$ cat src/rtl/stopwatch_pkg.sv
// stopwatch_pkg: shared states, BCD digit type, digit limits and increment helper
package stopwatch_pkg;

    typedef enum logic [1:0] {IDLE, RUN, PAUSE, LAP} state_t;

    typedef logic [3:0] bcd_t;

    localparam bcd_t SEC_UNITS_MAX = 4'd9;
    localparam bcd_t SEC_TENS_MAX  = 4'd5;
    localparam bcd_t MIN_UNITS_MAX = 4'd9;
    localparam bcd_t MIN_TENS_MAX  = 4'd5;

    function automatic bcd_t bcd_next(bcd_t v, logic inc, logic clr, bcd_t max);
        return clr ? bcd_t'(0) : (inc ? ((v == max) ? bcd_t'(0) : v + 4'd1) : v);
    endfunction

endpackage

$ cat src/rtl/stopwatch_controller_digit.sv
// bcd_digit_counter: one BCD digit that wraps at MAX and emits a carry on wrap
module bcd_digit_counter
    import stopwatch_pkg::*;
#(
    parameter bcd_t MAX = 4'd9
) (
    input  logic clk,
    input  logic rst,
    input  logic inc,
    input  logic clr,
    output bcd_t value,
    output logic carry_out
);

    assign carry_out = inc && (value == MAX);

    // advance, wrap or clear the digit
    always_ff @(posedge clk) begin
        value <= rst ? bcd_t'(0) : bcd_next(value, inc, clr, MAX);
    end

endmodule

$ cat src/rtl/stopwatch_controller.sv
// stopwatch_controller: 1 s time base, run/pause/lap/clear FSM and MM:SS display registers
module stopwatch_controller
    import stopwatch_pkg::*;
#(
    parameter int TICK_DIV = 100_000_000
) (
    input  logic       clk,
    input  logic       rst,
    input  logic       start_stop,
    input  logic       lap,
    input  logic       clear,
    output logic [3:0] units_second,
    output logic [3:0] tens_second,
    output logic [3:0] units_minute,
    output logic [3:0] tens_minute,
    output logic       running,
    output logic       lap_active,
    output logic       overflow
);

    localparam int PW = $clog2(TICK_DIV);
    localparam logic [PW-1:0] LAST = PW'(TICK_DIV - 1);

    state_t        state, next_state;
    logic [PW-1:0] presc;
    logic          counting, sec_tick, do_clear;
    logic [3:0]    carry;
    bcd_t          us_live, ts_live, um_live, tm_live;
    bcd_t          us_nxt, ts_nxt, um_nxt, tm_nxt;

    assign counting = (state == RUN) || (state == LAP);
    assign sec_tick = counting && (presc == LAST);
    assign do_clear = (state == PAUSE) && clear && !start_stop;

    bcd_digit_counter #(.MAX(SEC_UNITS_MAX)) u_sec_units (
        .clk(clk), .rst(rst), .inc(sec_tick), .clr(do_clear), .value(us_live), .carry_out(carry[0])
    );
    bcd_digit_counter #(.MAX(SEC_TENS_MAX)) u_sec_tens (
        .clk(clk), .rst(rst), .inc(carry[0]), .clr(do_clear), .value(ts_live), .carry_out(carry[1])
    );
    bcd_digit_counter #(.MAX(MIN_UNITS_MAX)) u_min_units (
        .clk(clk), .rst(rst), .inc(carry[1]), .clr(do_clear), .value(um_live), .carry_out(carry[2])
    );
    bcd_digit_counter #(.MAX(MIN_TENS_MAX)) u_min_tens (
        .clk(clk), .rst(rst), .inc(carry[2]), .clr(do_clear), .value(tm_live), .carry_out(carry[3])
    );

    // post-edge live count, so the display can follow it without a cycle of lag
    assign us_nxt = bcd_next(us_live, sec_tick, do_clear, SEC_UNITS_MAX);
    assign ts_nxt = bcd_next(ts_live, carry[0], do_clear, SEC_TENS_MAX);
    assign um_nxt = bcd_next(um_live, carry[1], do_clear, MIN_UNITS_MAX);
    assign tm_nxt = bcd_next(tm_live, carry[2], do_clear, MIN_TENS_MAX);

    // next state; start_stop always wins, otherwise the first legal of clear/lap
    always_comb begin
        next_state = state;
        unique case (state)
            IDLE:    next_state = start_stop ? RUN : IDLE;
            RUN:     next_state = start_stop ? PAUSE : (lap ? LAP : RUN);
            LAP:     next_state = start_stop ? PAUSE : (lap ? RUN : LAP);
            PAUSE:   next_state = start_stop ? RUN : (clear ? IDLE : PAUSE);
            default: next_state = IDLE;
        endcase
    end

    // state register and registered status flags
    always_ff @(posedge clk) begin
        if (rst) begin
            state      <= IDLE;
            running    <= 1'b0;
            lap_active <= 1'b0;
            overflow   <= 1'b0;
        end else begin
            state      <= next_state;
            running    <= (next_state == RUN) || (next_state == LAP);
            lap_active <= next_state == LAP;
            overflow   <= carry[3];
        end
    end

    // prescaler runs while counting, holds in PAUSE so the sub-second phase survives
    always_ff @(posedge clk) begin
        if (rst || do_clear || state == IDLE)
            presc <= '0;
        else if (counting)
            presc <= sec_tick ? '0 : presc + 1'b1;
    end

    // display follows the live count except while staying in LAP
    always_ff @(posedge clk) begin
        if (rst) begin
            {tens_minute, units_minute, tens_second, units_second} <= '0;
        end else if (!(state == LAP && next_state == LAP)) begin
            {tens_minute, units_minute, tens_second, units_second} <= {tm_nxt, um_nxt, ts_nxt, us_nxt};
        end
    end

endmodule

$ cat config.mk
export PLATFORM = sky130hd
export DESIGN_NAME = stopwatch_controller
export DESIGN_NICKNAME = d
export VERILOG_FILES = /design/src/rtl/stopwatch_pkg.sv /design/src/rtl/stopwatch_controller_digit.sv /design/src/rtl/stopwatch_controller.sv
export SDC_FILE = /design/constraint.sdc
export NUM_CORES = 1
export LEC_CHECK = 0
export CAP_MARGIN = 20
export CORE_AREA = 2 2 83 85
export CTS_CLUSTER_DIAMETER = 30
export CTS_CLUSTER_SIZE = 10
export DETAILED_ROUTE_END_ITERATION = 10
export DIE_AREA = 0 0 85 87
export PLACE_DENSITY = 0.72
export RECOVER_POWER = 50
export SKIP_CTS_REPAIR_TIMING = 1
export SLEW_MARGIN = 25
export SYNTH_ARGS = -nofsm -noshare
export SYNTH_HDL_FRONTEND = slang
export SYNTH_SLANG_ARGS = --single-unit
$ cat constraint.sdc
create_clock -name clk -period 2.6 [get_ports clk]
set_input_delay 0.78 -clock clk [delete_from_list [all_inputs] [get_ports clk]]
set_output_delay 0.78 -clock clk [all_outputs]
set_load 0.01 [all_outputs]
[After elaboration in Yosys (flattened, before gate mapping)]
Index checks and enable logic that the tools add are counted.
Word-level totals
  output and inout bits: 19
  register bits after elaboration: 64
  input port bits: 5
Operators by class
  eq/ne operators: 10
  multiplexer cells: 21
  add/subtract/negate cells: 5
  reduce and logical (&&, ||, !) cells: 14
Operator list (number)
  4-bit 2-to-1 mux: 12
  27-bit by 1-bit adder with 27-bit output, second input constant: 1
  27-bit equality test, second input constant: 1
  27-bit 2-to-1 mux: 1
  4-bit by 1-bit adder with 4-bit output, second input constant: 4
  2-bit 2-to-1 mux: 6
  4-bit by 3-bit equality test with 1-bit output, second input constant: 2
  4-bit equality test, second input constant: 2
  1-bit logical AND: 8
  2-bit one-hot mux with 4 select lines: 1
  2-bit equality test, second input constant: 3
  2-bit by 1-bit equality test with 1-bit output, second input constant: 2
  1-bit logical OR: 4
  2-bit logical NOT: 1
  1-bit logical NOT: 1
  1-bit 2-to-1 mux: 1

[Longest topological paths before layout]
  depth in word-level cells: 8
  mapped depth: 7
  mapped depth without buffers: 6

[Hierarchy]
A second synthesis with hierarchy kept.
Unflattened totals
  cell total of the unflattened synthesis: 344
  area, all modules: 3041.7 um^2
By module, submodules not included
  stopwatch_controller: cells each 266, instances 1, area each 2290.9 um^2
  bcd_digit_counter at u_min_units ...: cells each 20, instances 2, area each 188.9 um^2
  bcd_digit_counter at u_min_tens ...: cells each 19, instances 2, area each 186.4 um^2

[Worst setup path after synthesis]
No wires, ideal clock.
  path type: reg-to-reg
  from: register presc[0]
  to: register units_second[3]
  path buffers: 0
  arrival: 1976 ps
  path slack: 533 ps
  library setup time: 91 ps
  cell stages (with the launch flop): 7
  clock period less this slack: 2067 ps
  cells stage by stage: dfxtp_1 > ha_1 > nand4_2 > nor4_4 > nand4_1 > or4_1 > a311oi_1
On the way
  longest elaborated chain between the ends: 4
RTL lines
  start, declared: RTL line stopwatch_controller.sv:25  | logic [PW-1:0] presc;
  start signal, assigned: RTL line stopwatch_controller.sv:86  | presc <= sec_tick ? '0 : presc + 1'b1;
  27-bit equality test: RTL line stopwatch_controller.sv:32  | assign sec_tick = counting && (presc == LAST);
  1-bit logical AND: RTL line stopwatch_controller.sv:32
  4-bit 2-to-1 mux (2 in a row)
  end signal, assigned: RTL line stopwatch_controller.sv:94  | {tens_minute, units_minute, tens_second, units_second} <= {tm_nxt, um_nxt, ts_nxt, us_nxt};
  end, declared: RTL line stopwatch_controller.sv:12  | output logic [3:0] units_second,
Every way passes these cells.
A chain may end at the register's enable or synchronous reset.

[Worst setup path after layout]
  from: input port start_stop
  to: register tens_second[0]
On the way
  longest elaborated chain between the ends: 4
  elaborated cells on any way between the ends: 10
  classes of those cells: eq/ne (1); mux (6); reduce/logical (3)
RTL lines
  start, declared: RTL line stopwatch_controller.sv:9  | input logic start_stop,
  2-bit 2-to-1 mux (tied with other cells): RTL line stopwatch_controller.sv:61  | PAUSE: next_state = start_stop ? RUN : (clear ? IDLE : PAUSE);
  2-bit one-hot mux with 4 select lines: RTL line stopwatch_controller.sv:57  | unique case (state)
  2-bit equality test: RTL line stopwatch_controller.sv:93  | end else if (!(state == LAP && next_state == LAP)) begin
  1-bit logical AND: RTL line stopwatch_controller.sv:93
  end signal, assigned: RTL line stopwatch_controller.sv:94
  end, declared: RTL line stopwatch_controller.sv:13  | output logic [3:0] tens_second,
Parallel ways exist; a longest one is shown, timed or not.

==> flow_summary.toml <==
[timing]
slew_violations = 0
finalSetupViolCount = 0
slew_headroom_pct = 59.0
rsz0062_at_grt = "no"
fin_crit_ns = 2.31
fmax_mhz = 432
finalCritPeriodShare_pct = 89.0
hold_viol_final = 0
worst_pin_slew_ns = 0.607
tns_ns = 0
clock_skew_ns = 0.0106

[pwr]
switching_share_pct = 21.1
seqPwrFrac_pct = 49.2
combPwrFrac_pct = 3.4
p_sw_uw = 419
p_per_area_nw_per_um2 = 589
intPower_mw = 1.56
vdd_ir_drop_max_mv = 0.374
leakage_nw = 1.23
clkPwrFrac_pct = 47.5

[grt]
track_usage_pct = 17.4
antenna_found_initial = 0
grt_overflow = 0
grt_max_degree = 26
grt_pass1_wl_mm = 10.2
grt_pass1_vias = 2237

[floorplanning]
fp.dieH_um = 87
coreArea_um2 = 6570
io_pins = 24
start_util_pct = 42.4
dieArea_um2 = 7400
die_w_um = 85
row_count = 30

[finish]
final_nets = 359
seq_area_um2 = 1260
syn_to_final_growth_pct = 20.7
layout-drive-gt1-share_pct = 8.38
fin_util_pct = 51.2
nFillCells = 627
n_antenna_cell = 0
multiInputGateArea_um2 = 1440

[synthesis]
synth_flop_cell = "dfxtp_1"
synth-edff-count = 0
ys_ff_latch = 63
yosysWarningCount = 0
syn_area_um2 = 2790
avgSynthCellArea_um2 = 8.58
postSynthCellCount = 325
async_reset_ff_share_pct = 0
synth_cell_type_count = 39
synth_fp_nets = 331
yosysSeqAreaShare_pct = 45.2

[clocking]
cts_tree = "yes"
clkLatencyLatePin_ns = 0.34
clkTransAtPathRegs_ns = 0.07
h-tree-depth = 3
cts_sinks = 63
numCtsBuffers = 9
clock-root-buffer = "clkbuf_8"
cts_max_path_buffers = 2

[setup_path]
required_ns = 2.82
critPathCaptureType = "flop"
cp.arrival_ns = 2.53
start_kind = "primary input"
path_class = "primary input to flop"
path_max_fanout = 11

[routing]
final_antenna_net_count = 0
via_per_inst = 5.34
drcViolationCount = 0
wl_per_cell_um = 13.3
num_vias = 2341
drt_iter0_markers = 98
drt-pass1-iter-count = 4
routed_wl_mm = 5.82

[run]
drv_cap = 0

[hold_path]
hold_path.class = "flop to flop"

[run_status]
status = "finished, final reports clean"

[placed_design]
port_buffers = 23
dp_hpwl_mm = 4.05
routabilityCongestion = 0.847
-- power by group through the flow --
stage          Clock [mW]  Combinational, mW  Sequential [mW]
2_1_floorplan           0             0.0373            0.996
3_3_place_gp            0             0.0669            0.996
3_5_place_dp            0             0.0682            0.997
4_1_cts             0.955             0.0684            0.974
5_1_grt              1.00             0.0735            0.975
6_report            0.941             0.0665            0.974
-- cells in the final DEF (no fill, tap or decap), types with 7 or more instances in the layout --
master / instances
dfxtp_1: 63
clkbuf_8: 10
nor3_1: 12
xor2_1: 16
nor2_1: 50
and3_1: 7
inv_1: 8
buf_4: 8
nand3_1: 11
xnor2_1: 19
dlygate4sd3_1: 19
nand4_1: 18
a21oi_1: 10
o21ai_0: 20
nand2_1: 27
-- state kept, by name, summed over array words and instances (netlist names) --
signal	count
tens_minute	4
u_min_units.value	4
overflow	1
lap_active	1
running	1
units_minute	4
u_sec_units.value	4
u_sec_tens.value	4
state	1
tens_second	4
units_second	4
presc	27
u_min_tens.value	4
-- critical path, cell delays in order --
cell,delay (ns)
dlygate4sd3_1,0.61
nor3_1,0.39
nor2_1,0.17
nand2_1,0.19
clkbuf_2,0.25
o21ai_0,0.12
-- area by class of cell --
cell class	instances	area share, %
clock buffers	11	4.20
flip-flops and latches	63	37.5
repair buffers	33	9.37
clock inverters	5	2.42
multi-input cells	238	42.7
well taps	80	2.97
inverters	8	0.892
-- metrics by stage --
stage                     total power [mW]  cells  setup WS [ns]  hold slack, ns  instance area, um2
after floorplan                       1.03    325          0.533           0.472                2790
after global placement                1.06    422          0.202           0.443                3150
after detailed placement              1.06    422          0.118           0.446                3150
after CTS                             2.00    438          0.342           0.460                3370
after global routing                  2.05    438          0.133           0.492                3370
final                                 1.98    438          0.287           0.451                3370
-- synth_stat cells (all sizes together) (2+ instances only) --
cell type | instances | area (um2)
nand2 | 27 | 101
nand3b | 2 | 15.0
mux2i | 4 | 40.0
and2 | 3 | 18.8
nor3b | 3 | 22.5
o2111ai | 2 | 17.5
inv | 8 | 30.0
clkbuf | 16 | 60.1
xor2 | 16 | 140
nor2 | 50 | 188
o211ai | 3 | 22.5
a21oi | 10 | 50.1
o21ai | 20 | 100
nand4bb | 3 | 33.8
xnor2 | 19 | 166
and4 | 2 | 17.5
nor3 | 13 | 70.1
dfxtp | 63 | 1260
nand4 | 20 | 138
or4 | 3 | 22.5
a311oi | 2 | 17.5
nor4bb | 2 | 20.0
nor2b | 4 | 25.0
and3 | 7 | 43.8
nand3 | 11 | 55.1
-- cells by family (layout without fill, tap and decap cells) --
kind of cell | after synthesis | count (layout) | synth area share, %
AND/OR/NAND/NOR | 157 | 157 | 30.0
flip-flops | 63 | 63 | 45.2
AO/OA/AOI/OAI | 41 | 41 | 8.62
XOR/XNOR | 35 | 35 | 11.0
buffers and inverters | 24 | 57 | 3.23
multiplexers | 4 | 4 | 1.44
adder cells (fa/ha/maj) | 1 | 1 | 0.449
-- per-layer routing --
| metal | wire [um] | track usage, % | up-vias |
|---|---|---|---|
| li1 | - | - | 1187 |
| met1 | 2690 | 20.9 | 1098 |
| met2 | 2770 | 28.1 | 46 |
| met3 | 263 | 6.54 | 10 |
| met4 | 94 | 6.78 | 0 |
| met5 | 0 | 0 | - |
-- worst paths after layout --
path | startpoint | endpoint | slack (ns) | cells past startpoint
min | units_second[2] | units_second[2] | 0.45 | 2
min reg2reg | units_second[2] | units_second[2] | 0.45 | 2
max | start_stop | tens_second[0] | 0.29 | 6
max reg2reg | presc[0] | units_second[3] | 0.35 | 6
Note: power is estimated with default switching activity, not from simulation.
